--- src/rtl/retire_monitor.sv ---
// retire_monitor: watches the writeback-stage PC stream of the core.
// It counts cycles and retired instructions and flags retirement of HALT_PC.
// A no-retire watchdog raises timeout if the pipeline hangs.
// Optional macro RETIRE_TRACE_EN adds an 8-entry history of retired PCs,
// read through trace_idx/trace_pc.
// The reset input is named rstn to match the core, but it is active-high and synchronous.
module retire_monitor #(
  parameter int                   ADDR_SIZE   = 32,
  parameter logic [ADDR_SIZE-1:0] HALT_PC     = ADDR_SIZE'(32'h00000078),
  parameter int                   WDOG_CYCLES = 64,
  parameter int                   CNT_W       = 32
) (
  input  logic                 clk,
  input  logic                 rstn,
  input  logic [ADDR_SIZE-1:0] pcW,
  input  logic                 validW,
  output logic [CNT_W-1:0]     cycle_cnt,
  output logic [CNT_W-1:0]     retire_cnt,
  output logic [ADDR_SIZE-1:0] last_pc,
  output logic                 halt,
  output logic                 timeout,
  output logic                 done
`ifdef RETIRE_TRACE_EN
  ,
  input  logic [2:0]           trace_idx,
  output logic [ADDR_SIZE-1:0] trace_pc
`endif
);

  localparam int WD_W = (WDOG_CYCLES > 2) ? $clog2(WDOG_CYCLES) : 1;
  localparam logic [WD_W-1:0] WD_LAST = WD_W'(WDOG_CYCLES - 1);

  typedef enum logic [1:0] {IDLE, RUN, HALTED, TIMEOUT} state_t;

  state_t               state_reg, state_next;
  logic [WD_W-1:0]      wdog_reg;
  logic [CNT_W-1:0]     cycle_cnt_reg, retire_cnt_reg;
  logic [ADDR_SIZE-1:0] last_pc_reg;

  logic active, retire, retire_halt;

  // Only IDLE/RUN observe the core; the terminal states ignore inputs.
  assign active      = (state_reg == IDLE) || (state_reg == RUN);
  assign retire      = active && validW;
  assign retire_halt = retire && (pcW == HALT_PC);

  // Next-state logic. A halt retire wins over everything else.
  // Any retire clears the watchdog, so it can never overlap a timeout.
  always_comb begin
    state_next = state_reg;
    if (active) begin
      if (retire_halt)
        state_next = HALTED;
      else if (retire)
        state_next = RUN;
      else if (wdog_reg == WD_LAST)
        state_next = TIMEOUT;
    end
  end

  // State register.
  always_ff @(posedge clk) begin
    if (rstn)
      state_reg <= IDLE;
    else
      state_reg <= state_next;
  end

  // Watchdog: counts consecutive non-retiring cycles and holds once terminal.
  always_ff @(posedge clk) begin
    if (rstn)
      wdog_reg <= '0;
    else if (retire)
      wdog_reg <= '0;
    else if (active)
      wdog_reg <= wdog_reg + WD_W'(1);
  end

  // Saturating cycle and retire counters, plus the last retired PC.
  always_ff @(posedge clk) begin
    if (rstn) begin
      cycle_cnt_reg  <= '0;
      retire_cnt_reg <= '0;
      last_pc_reg    <= '0;
    end else begin
      if (active && (cycle_cnt_reg != '1))
        cycle_cnt_reg <= cycle_cnt_reg + CNT_W'(1);
      if (retire) begin
        if (retire_cnt_reg != '1)
          retire_cnt_reg <= retire_cnt_reg + CNT_W'(1);
        last_pc_reg <= pcW;
      end
    end
  end

  assign cycle_cnt  = cycle_cnt_reg;
  assign retire_cnt = retire_cnt_reg;
  assign last_pc    = last_pc_reg;
  assign halt       = (state_reg == HALTED);
  assign timeout    = (state_reg == TIMEOUT);
  assign done       = halt | timeout;

`ifdef RETIRE_TRACE_EN
  // The ring needs a reset clear, so it is built from plain registers rather than RAM.
  logic [2:0]           wr_ptr_reg;
  logic [ADDR_SIZE-1:0] trace_mem [8];
  logic [2:0]           rd_ptr;

  // Write pointer advances only when an instruction retires.
  always_ff @(posedge clk) begin
    if (rstn)
      wr_ptr_reg <= '0;
    else if (retire)
      wr_ptr_reg <= wr_ptr_reg + 3'd1;
  end

  generate
    for (genvar gi = 0; gi < 8; gi++) begin : g_trace
      // Each entry captures pcW when the write pointer selects it.
      always_ff @(posedge clk) begin
        if (rstn)
          trace_mem[gi] <= '0;
        else if (retire && (wr_ptr_reg == 3'(gi)))
          trace_mem[gi] <= pcW;
      end
    end
  endgenerate

  // Index 0 is the newest entry, which sits one slot behind the write pointer.
  assign rd_ptr   = wr_ptr_reg - 3'd1 - trace_idx;
  assign trace_pc = trace_mem[rd_ptr];
`endif

endmodule

--- config.mk ---
export PLATFORM = sky130hd
export DESIGN_NAME = retire_monitor
export DESIGN_NICKNAME = d
export VERILOG_FILES = /design/src/rtl/retire_monitor.sv
export SDC_FILE = /design/constraint.sdc
export NUM_CORES = 1
export LEC_CHECK = 0
export CAP_MARGIN = 20
export CORE_ASPECT_RATIO = 0.7
export CORE_MARGIN = 4
export CORE_UTILIZATION = 44
export DETAILED_ROUTE_END_ITERATION = 10
export MAX_ROUTING_LAYER = met4
export PLACE_DENSITY_LB_ADDON = 0.05
export SYNTH_ARGS = -nofsm -noshare
export SYNTH_HDL_FRONTEND = slang
export SYNTH_SLANG_ARGS = --single-unit
--- constraint.sdc ---
create_clock -name clk -period 2.2 [get_ports clk]
set_input_delay 0.44 -clock clk [delete_from_list [all_inputs] [get_ports clk]]
set_output_delay 0.44 -clock clk [all_outputs]
set_load 0.01 [all_outputs]
==> flow_summary.json, run 1 <==
{
  "drv_slew": 0,
  "grt_max_degree": 53,
  "grt_pass1_wl_microns": 25300,
  "postRouteWirelength_microns": 15600,
  "dr.pass1.iters": 5,
  "dieWidth_microns": 133,
  "io_buffer_count": 133,
  "worstPathArrival_ps": 2360,
  "hpwl_microns": 11500,
  "ir_drop_mv": 0.533,
  "rows": 31,
  "final.min_clock_period_ps": 2090,
  "htreeDepth": 3,
  "async_reset_ff_frac": 0,
  "skew_ps": 6.92,
  "holdPathStages": 2,
  "synth-edff-count": 0,
  "crit_start": "cycle_cnt[0]",
  "clockBufferDepth": 2,
  "r2r.worst_path.cells": 7,
  "num_io_pins": 134,
  "grtUsageTotal": 0.249,
  "p_leak_nw": 2.45,
  "fin_crit_sh": 0.951,
  "rsz0062_at_grt": "true",
  "hold_buffers": 0,
  "setup.worst_path.start_class": "register",
  "pre_cts_ws_ps": -216,
  "clk_latency_ps": 340,
  "yosysUniqueCellTypes": 44,
  "hold_viol": 0,
  "fin_tns_setup_ps": 0,
  "grt-ovfl-total": 0,
  "area_growth_pct": 47.5,
  "synth_top_area_share": 0.429,
  "max_freq_mhz": 478,
  "syn_inst": 606,
  "dieArea_sq_um": 12800,
  "post-route-cell-area_sq_um": 7150,
  "initial_utilization": 0.460,
  "worstPathRequired_ps": 2470,
  "placed_cell_area_sq_um": 6770,
  "place.gp.congestion": 0.879,
  "ys_seq_elements": 104,
  "viasPerCell": 5.66,
  "synth_area_leaders": "dfxtp_1 (43%), a21oi_1 (8.7%), nand2_1 (7.4%)",
  "worst_pin_slew_ps": 547,
  "p_total_mw": 4.11,
  "clkTransAtPathRegs_ps": 70,
  "hold_path.class": "reg2reg",
  "grt_pass1_vias": 4932,
  "synth_fp_nets": 644,
  "power_density_nw_per_um2": 574,
  "ant_nets": 0,
  "synth_top_flop_cell": "dfxtp_1",
  "post-synth-top-area-cell": "dfxtp_1",
  "core-area_sq_um": 10600,
  "cap_violations": 0,
  "worst-path-max-fanout": 9,
  "drive_above_1_share": 0.139,
  "die_h_microns": 95.8,
  "path_class": "reg2reg",
  "vias": 5316,
  "cts_sinks": 104,
  "drt_iter0_drc": 413,
  "setup_slack_ps": 109,
  "layout.nets": 824,
  "end_kind": "register",
  "setup_viol_count_final": 0,
  "yosysWarnings": 0,
  "synth.cell_area_sq_um": 4850,
  "cts_buffers": 9,
  "hp-start": "last_pc[10]",
  "hold_ws_ps": 455,
  "ys_seq_area_frac": 0.429,
  "outcome": "finished clean",
  "grt_antenna_before_repair": 0,
  "drc": 0,
  "r2r-start": "cycle_cnt[0]",
  "n_antenna_cell": 0,
  "avgSynthCellArea_sq_um": 8.00,
  "cts_tree": "done",
  "max-slew-margin-rel": 0.636,
  "cts_root_buffer": "clkbuf_16",
  "post_drt_wl_per_cell_microns": 16.6
}
==> layer usage <==
layer	track usage	wire [microns]	vias to the layer above
met5	-	0	-
met4	0.0505	157	0
met3	0.0538	1050	16
met2	0.380	6870	174
met1	0.345	7480	2538
li1	-	-	2588
==> report_power, final <==
| group | switching, mW | internal [mW] | leakage [nW] |
|---|---|---|---|
| Combinational | 0.183 | 0.200 | 1.45 |
| Clock | 0.717 | 1.04 | 0.161 |
| Sequential | 0.0347 | 1.93 | 0.846 |
| Total | 0.935 | 3.17 | 2.45 |
==> what timing repair did <==
item	CTS	global route
buffers inserted	0	3
pin swaps	0	1
gates resized for setup	1	9
endpoints found under the setup margin	1	34
endpoints found under the hold margin	0	0
==> cell usage in the layout (no fill, tap or decap), drive strengths merged, types with 9 or more instances in the layout <==
| cell | synthesis | routed |
|---|---|---|
| a21oi | 84 | 84 |
| buf | 7 | 73 |
| clkbuf | 29 | 11 |
| clkdlybuf4s50 | 0 | 131 |
| dfxtp | 104 | 104 |
| nand2 | 95 | 95 |
| nand3 | 26 | 26 |
| nand4 | 23 | 23 |
| nor2 | 33 | 33 |
| nor2b | 10 | 10 |
| nor3 | 9 | 9 |
| nor4 | 17 | 17 |
| o21ai | 28 | 28 |
| o31ai | 23 | 23 |
| or3 | 27 | 27 |
| or4 | 23 | 23 |
==> metrics by stage <==
step | instances | util
finish | 939 | 0.678
global route | 939 | 0.678
CTS | 936 | 0.673
detailed placement | 920 | 0.641
global placement | 920 | 0.641
floorplan | 606 | -
==> cell families (layout without fill, tap and decap cells) <==
group | count (synthesis) | after routing | synth area share
DFF | 104 | 104 | 0.429
AOI/OAI and AO/OA | 146 | 146 | 0.170
buffers and inverters | 40 | 225 | 0.0341
muxes | 10 | 10 | 0.0232
adders and majority gates | 3 | 3 | 0.00774
xor gates and xnor gates | 7 | 7 | 0.0126
and+or+nand+nor | 296 | 296 | 0.323
==> layout make-up <==
| type | count | area [sq um] |
|---|---|---|
| Timing Repair Buffer | 205 | 1900 |
| Clock inverter | 5 | 86.3 |
| Fill cell | 893 | 3400 |
| Inverter | 4 | 15.0 |
| Sequential cell | 104 | 2090 |
| Tap cell | 148 | 185 |
| Multi-Input combinational cell | 462 | 2640 |
| Clock buffer | 11 | 243 |
==> path summary, 6_finish.rpt <==
| check | end | slack [ps] |
|---|---|---|
| worst min-delay path | last_pc[10] | 450 |
| worst max-delay path | cycle_cnt[30] | 110 |
| worst max register to register | cycle_cnt[30] | 110 |
| worst min register to register | last_pc[10] | 450 |
==> Yosys cell counts (3+ instances only) <==
| library cell | n |
|---|---|
| o31ai_1 | 23 |
| nor2b_1 | 10 |
| nor2_1 | 33 |
| dfxtp_1 | 104 |
| or4_1 | 23 |
| nand3_1 | 26 |
| buf_1 | 3 |
| mux2i_1 | 3 |
| and2_1 | 7 |
| and4_1 | 5 |
| mux2_2 | 6 |
| or3_1 | 27 |
| inv_1 | 4 |
| xor2_1 | 6 |
| ha_1 | 3 |
| a21oi_1 | 84 |
| o21ai_0 | 28 |
| nor4_1 | 16 |
| nor3_1 | 9 |
| and3_1 | 6 |
| clkbuf_1 | 28 |
| nand4_1 | 23 |
| nand2_1 | 95 |
| nand2b_1 | 6 |
==> critical path, stage by stage, from the launching register on <==
cell      delay, ps
dfxtp_1         340
ha_1            190
nand2_1         140
nor4_2          410
o211ai_1        170
buf_4           200
or4_1           410
a21oi_1         160
Note: power is estimated with default switching activity, not from simulation.
==> run 2, diff against run 1 <==
CELL_PAD_IN_SITES_DETAIL_PLACEMENT = 2   (was not set)
CELL_PAD_IN_SITES_GLOBAL_PLACEMENT = 2   (was not set)
CORE_UTILIZATION = 25   (was 44)
==> run 2 against run 1 <==
Net effect:
- non-clock buffer count increased by 20
- sequential share of layout area is 1.4 points lower
- utilization decreased by 28 points
- clock-buffer cell count unchanged
- power increased by 0.83%
- clock skew fell by 1.4 ps
- setup slack lost 15 ps
- final area rose by 5.1%
- final cell count grew 14%
- register-to-register slack worse by 20 ps
- critical path type unchanged
- worst hold slack better by 3.3 ps
- highest routed layer unchanged
- die area grew 70%
==> flow_summary.json, run 2 (synthesized netlist as in run 1, its figures left out) <==
{
  "worstPathRequired_ps": 2440,
  "setup.worst_path.start_class": "register",
  "cts_buffers": 9,
  "r2r.worst_path.cells": 6,
  "ant_nets": 0,
  "ir_drop_mv": 0.368,
  "grt_pass1_vias": 5742,
  "p_leak_nw": 2.57,
  "hold_viol": 0,
  "num_io_pins": 134,
  "postRouteWirelength_microns": 20000,
  "fin_tns_setup_ps": 0,
  "grt_pass1_wl_microns": 31900,
  "skew_ps": 5.52,
  "cap_violations": 0,
  "crit_start": "retire_cnt[11]",
  "dieWidth_microns": 174,
  "cts_sinks": 104,
  "grt-ovfl-total": 0,
  "n_antenna_cell": 0,
  "dr.pass1.iters": 4,
  "worst-path-max-fanout": 27,
  "clkTransAtPathRegs_ps": 70,
  "initial_utilization": 0.256,
  "drt_iter0_drc": 228,
  "vias": 5388,
  "reg2reg_to": "retire_cnt[8]",
  "p_total_mw": 4.14,
  "cts_tree": "done",
  "viasPerCell": 5.01,
  "area_growth_pct": 55.1,
  "grt_antenna_before_repair": 0,
  "grtUsageTotal": 0.184,
  "clockBufferDepth": 2,
  "max_freq_mhz": 475,
  "setup_viol_count_final": 0,
  "fin_crit_sh": 0.958,
  "r2r_setup_slack_ps": 90,
  "drv_slew": 0,
  "hold_ws_ps": 458,
  "layout.nets": 844,
  "holdPathStages": 2,
  "worstPathArrival_ps": 2340,
  "power_density_nw_per_um2": 550,
  "worst_pin_slew_ps": 620,
  "setup.worst_path.end": "retire_cnt[8]",
  "end_kind": "register",
  "drc": 0,
  "cts_root_buffer": "clkbuf_16",
  "path_class": "reg2reg",
  "hold_path.class": "reg2reg",
  "die_h_microns": 125,
  "post_drt_wl_per_cell_microns": 18.6,
  "io_buffer_count": 133,
  "drive_above_1_share": 0.174,
  "max-slew-margin-rel": 0.587,
  "rows": 42,
  "mostFrequentLayoutCell": "clkdlybuf4s50_1",
  "final.min_clock_period_ps": 2110,
  "core-area_sq_um": 19000,
  "place.gp.congestion": 0.825,
  "outcome": "finished clean",
  "grt_max_degree": 51,
  "finish.utilization": 0.396,
  "htreeDepth": 3,
  "clk_latency_ps": 350,
  "dieArea_sq_um": 21700,
  "most-common-layout-cells": "clkdlybuf4s50_1 (131), dfxtp_1 (98), nand2_1 (94), buf_4 (85), a21oi_1 (84)",
  "r2r-start": "retire_cnt[11]",
  "hpwl_microns": 15100
}
[run 2: repair_timing]
item,4_1_cts,5_1_grt
pin swaps,0,5
gates resized for setup,4,21
buffers inserted,0,7
setup endpoints to repair,5,25
hold buffers,0,0
[run 2: how the worst min path moves through the flow]
stage	start	endpoint
2_1_floorplan	wdog_reg[5]	wdog_reg[5]
3_5_place_dp	last_pc[24]	last_pc[24]
4_1_cts	last_pc[24]	last_pc[24]
6_report	last_pc[30]	last_pc[30]
5_1_grt	last_pc[6]	last_pc[6]
3_3_place_gp	last_pc[20]	last_pc[20]
[run 2: final cells by class]
cell class	count	area (sq um)
clock inverter	5	80.1
clock buffer	11	243
fill	2109	11500
timing repair buffer	225	2090
sequential	104	2090
multi-input combinational	462	2670
tap	264	330
inverter	4	18.8
[run 2: through the flow]
step | setup slack (ps) | cells | cell area [sq um]
5_1_grt | -17.1 | 1075 | 7520
3_5_place_dp | -353 | 1052 | 7060
2_1_floorplan | -7.31 | 606 | 4860
4_1_cts | -9.24 | 1068 | 7390
6_report | 93.3 | 1075 | 7520
3_3_place_gp | -295 | 1052 | 7060
[run 2: power breakdown]
part | internal, mW | leakage, nW | switching (mW) | total, mW
logic | 0.201 | 1.57 | 0.199 | 0.400
registers | 1.93 | 0.847 | 0.0323 | 1.96
clock network | 1.03 | 0.152 | 0.748 | 1.78
total | 3.16 | 2.57 | 0.979 | 4.14
[run 2: worst max-delay path, stage by stage, from the launching register on]
cell and delay, ps:
dfxtp_1 430, nand4_1 300, nor4_2 370, and4bb_2 370, buf_12 180, nor4_1 70
mux2_2 280
[run 2: layer usage]
metal	vias to the layer above	global-route usage	routed length, microns	share of wire
met2	96	0.280	8850	0.44
met1	2672	0.258	10200	0.51
met3	10	0.0382	817	0.041
met5	-	-	0	0
met4	0	0.0307	139	0.0070
li1	2610	-	-	-
==> run 3, diff against run 2 <==
CAP_MARGIN = not set   (was 20)
clock period = 1.9 ns   (was 2.2 ns; I/O delays follow)
==> run 3 against run 2 <==
Net effect:
- the flow now finishes with violations (negative setup slack)
- critical path type unchanged
- power is 21% higher
- clock skew is 10 ps higher
- clock power is 22% higher
- utilization is 7.8 points higher
- die area stayed put
- sequential share of layout area is 4.0 points lower
- largest power group unchanged
==> flow_summary.json, run 3 (synthesized netlist as in run 1, its figures left out) <==
{
  "seqPwrFrac": 0.456,
  "end_kind": "register",
  "dieWidth_microns": 174,
  "rows": 42,
  "cts_root_buffer": "clkbuf_16",
  "hpwl_microns": 16200,
  "grt_pass1_wl_microns": 35600,
  "rsz0062_at_grt": "true",
  "drc": 0,
  "p_sw_mw": 1.25,
  "layout.nets": 933,
  "grtUsageTotal": 0.208,
  "num_io_pins": 134,
  "max-slew-margin-rel": 0.592,
  "setup_viol_count_final": 63,
  "ant_nets": 0,
  "path_class": "reg2reg",
  "place_inst": 1119,
  "area_growth_pct": 85.6,
  "postRouteWirelength_microns": 26200,
  "grt_antenna_before_repair": 0,
  "mostFrequentLayoutCell": "buf_4",
  "most-common-layout-cells": "buf_4 (157), clkdlybuf4s50_1 (125), nand2_1 (94), dfxtp_1 (73), a21oi_1 (59)",
  "grt_pass1_vias": 6330,
  "clockBufferDepth": 2,
  "internal_power_mw": 3.75,
  "htreeDepth": 3,
  "worst_pin_slew_ps": 613,
  "worstPathArrival_ps": 2370,
  "setup_slack_ps": -184,
  "initial_utilization": 0.256,
  "n_antenna_cell": 0,
  "dr.pass1.iters": 4,
  "post_drt_wl_per_cell_microns": 22.5,
  "vias": 6057,
  "grt_max_degree": 45,
  "hold_viol": 0,
  "cts_buffers": 9,
  "io_buffer_count": 133,
  "max_freq_mhz": 480,
  "outcome": "finished, violations left",
  "final.min_clock_period_ps": 2080,
  "core-area_sq_um": 19000,
  "grt-ovfl-total": 0,
  "die_h_microns": 125,
  "fin_crit_sh": 1.10,
  "power_density_nw_per_um2": 555,
  "ir_drop_mv": 0.356,
  "skew_ps": 15.6,
  "drv_slew": 0,
  "viasPerCell": 5.20,
  "cts_tree": "done",
  "comb_power_share": 0.109,
  "setup.worst_path.start_class": "register",
  "clk_latency_ps": 360,
  "drt_iter0_drc": 282,
  "clkTransAtPathRegs_ps": 80,
  "p_sw_frac": 0.249,
  "p_leak_nw": 3.32,
  "pwr-share-clk": 0.435,
  "worstPathRequired_ps": 2190,
  "cap_violations": 0,
  "cts_sinks": 104,
  "p_total_mw": 4.99,
  "violations": "negative setup slack",
  "finish.utilization": 0.475,
  "hold_path.class": "reg2reg",
  "place.gp.congestion": 0.801,
  "finalNonFillerCells": 1164,
  "drive_above_1_share": 0.393,
  "dieArea_sq_um": 21700,
  "worst-path-max-fanout": 5
}
run 3: changes by cell type in the layout (fill, tap and decap cells not counted), sizes merged, moves of 3 or more:
cell           before  now
clkdlybuf4s50     131  125
buf                93  176
clkinvlp            3    0
clkbuf             11   17
dlymetal6s2s        1    4
dlygate4sd2         0    3
run 3: metrics by stage:
| stage | area (sq um) | setup slack, ps | setup TNS (ps) | hold slack (ps) |
|---|---|---|---|---|
| 3_3_place_gp | 7610 | -427 | -10490 | 441 |
| 5_1_grt | 9000 | -262 | -10260 | 475 |
| 3_5_place_dp | 7610 | -513 | -13880 | 450 |
| 6_report | 9000 | -184 | -5760 | 454 |
| 4_1_cts | 8310 | -134 | -2530 | 461 |
| 2_1_floorplan | 4920 | -160 | -1180 | 458 |
run 3: final cells by class:
cell class | count | area [sq um]
inverter | 4 | 15.0
tap | 264 | 330
fill | 1971 | 9970
multi-input combinational | 462 | 3260
sequential | 104 | 2140
clock buffer | 11 | 253
timing repair buffer | 314 | 2920
clock inverter | 5 | 86.3
run 3: final timing paths:
kind / start / to / slack [ps] / depth (start not counted)
setup / recovery: retire_cnt[0] / retire_cnt[25] / -180 / 8
hold / removal: last_pc[21] / last_pc[21] / 450 / 2
setup reg to reg: retire_cnt[0] / retire_cnt[25] / -180 / 8
hold reg to reg: last_pc[21] / last_pc[21] / 450 / 2
run 3: repair_timing:
action                     4_1_cts  5_1_grt
setup endpoints to repair       52       67
pin swaps                       22       61
cloned                           1        6
resized for setup               66      125
hold buffers                     0        0
buffers inserted                 9       14
run 3: critical path, stage by stage, from the launching register on:
cell and delay, ps:
dfxtp_4 380, buf_6 100, nand4_1 220, nor4_2 300, buf_4 220, nand3_4 100, buf_6 140, or4_4 420
a21oi_2 140
run 3: power groups by stage:
stage	Combinational [mW]	Clock, mW	Sequential (mW)
2_1_floorplan	0.159	0	2.34
3_3_place_gp	0.487	0	2.31
3_5_place_dp	0.503	0	2.32
4_1_cts	0.521	2.21	2.27
5_1_grt	0.590	2.31	2.28
6_report	0.546	2.17	2.28
run 3: metal layers:
metal,wire (microns),up-vias,GRT usage
li1,-,2794,-
met1,11800,3064,0.279
met2,12900,167,0.338
met3,1110,32,0.0364
met4,336,0,0.0298
met5,0,-,-
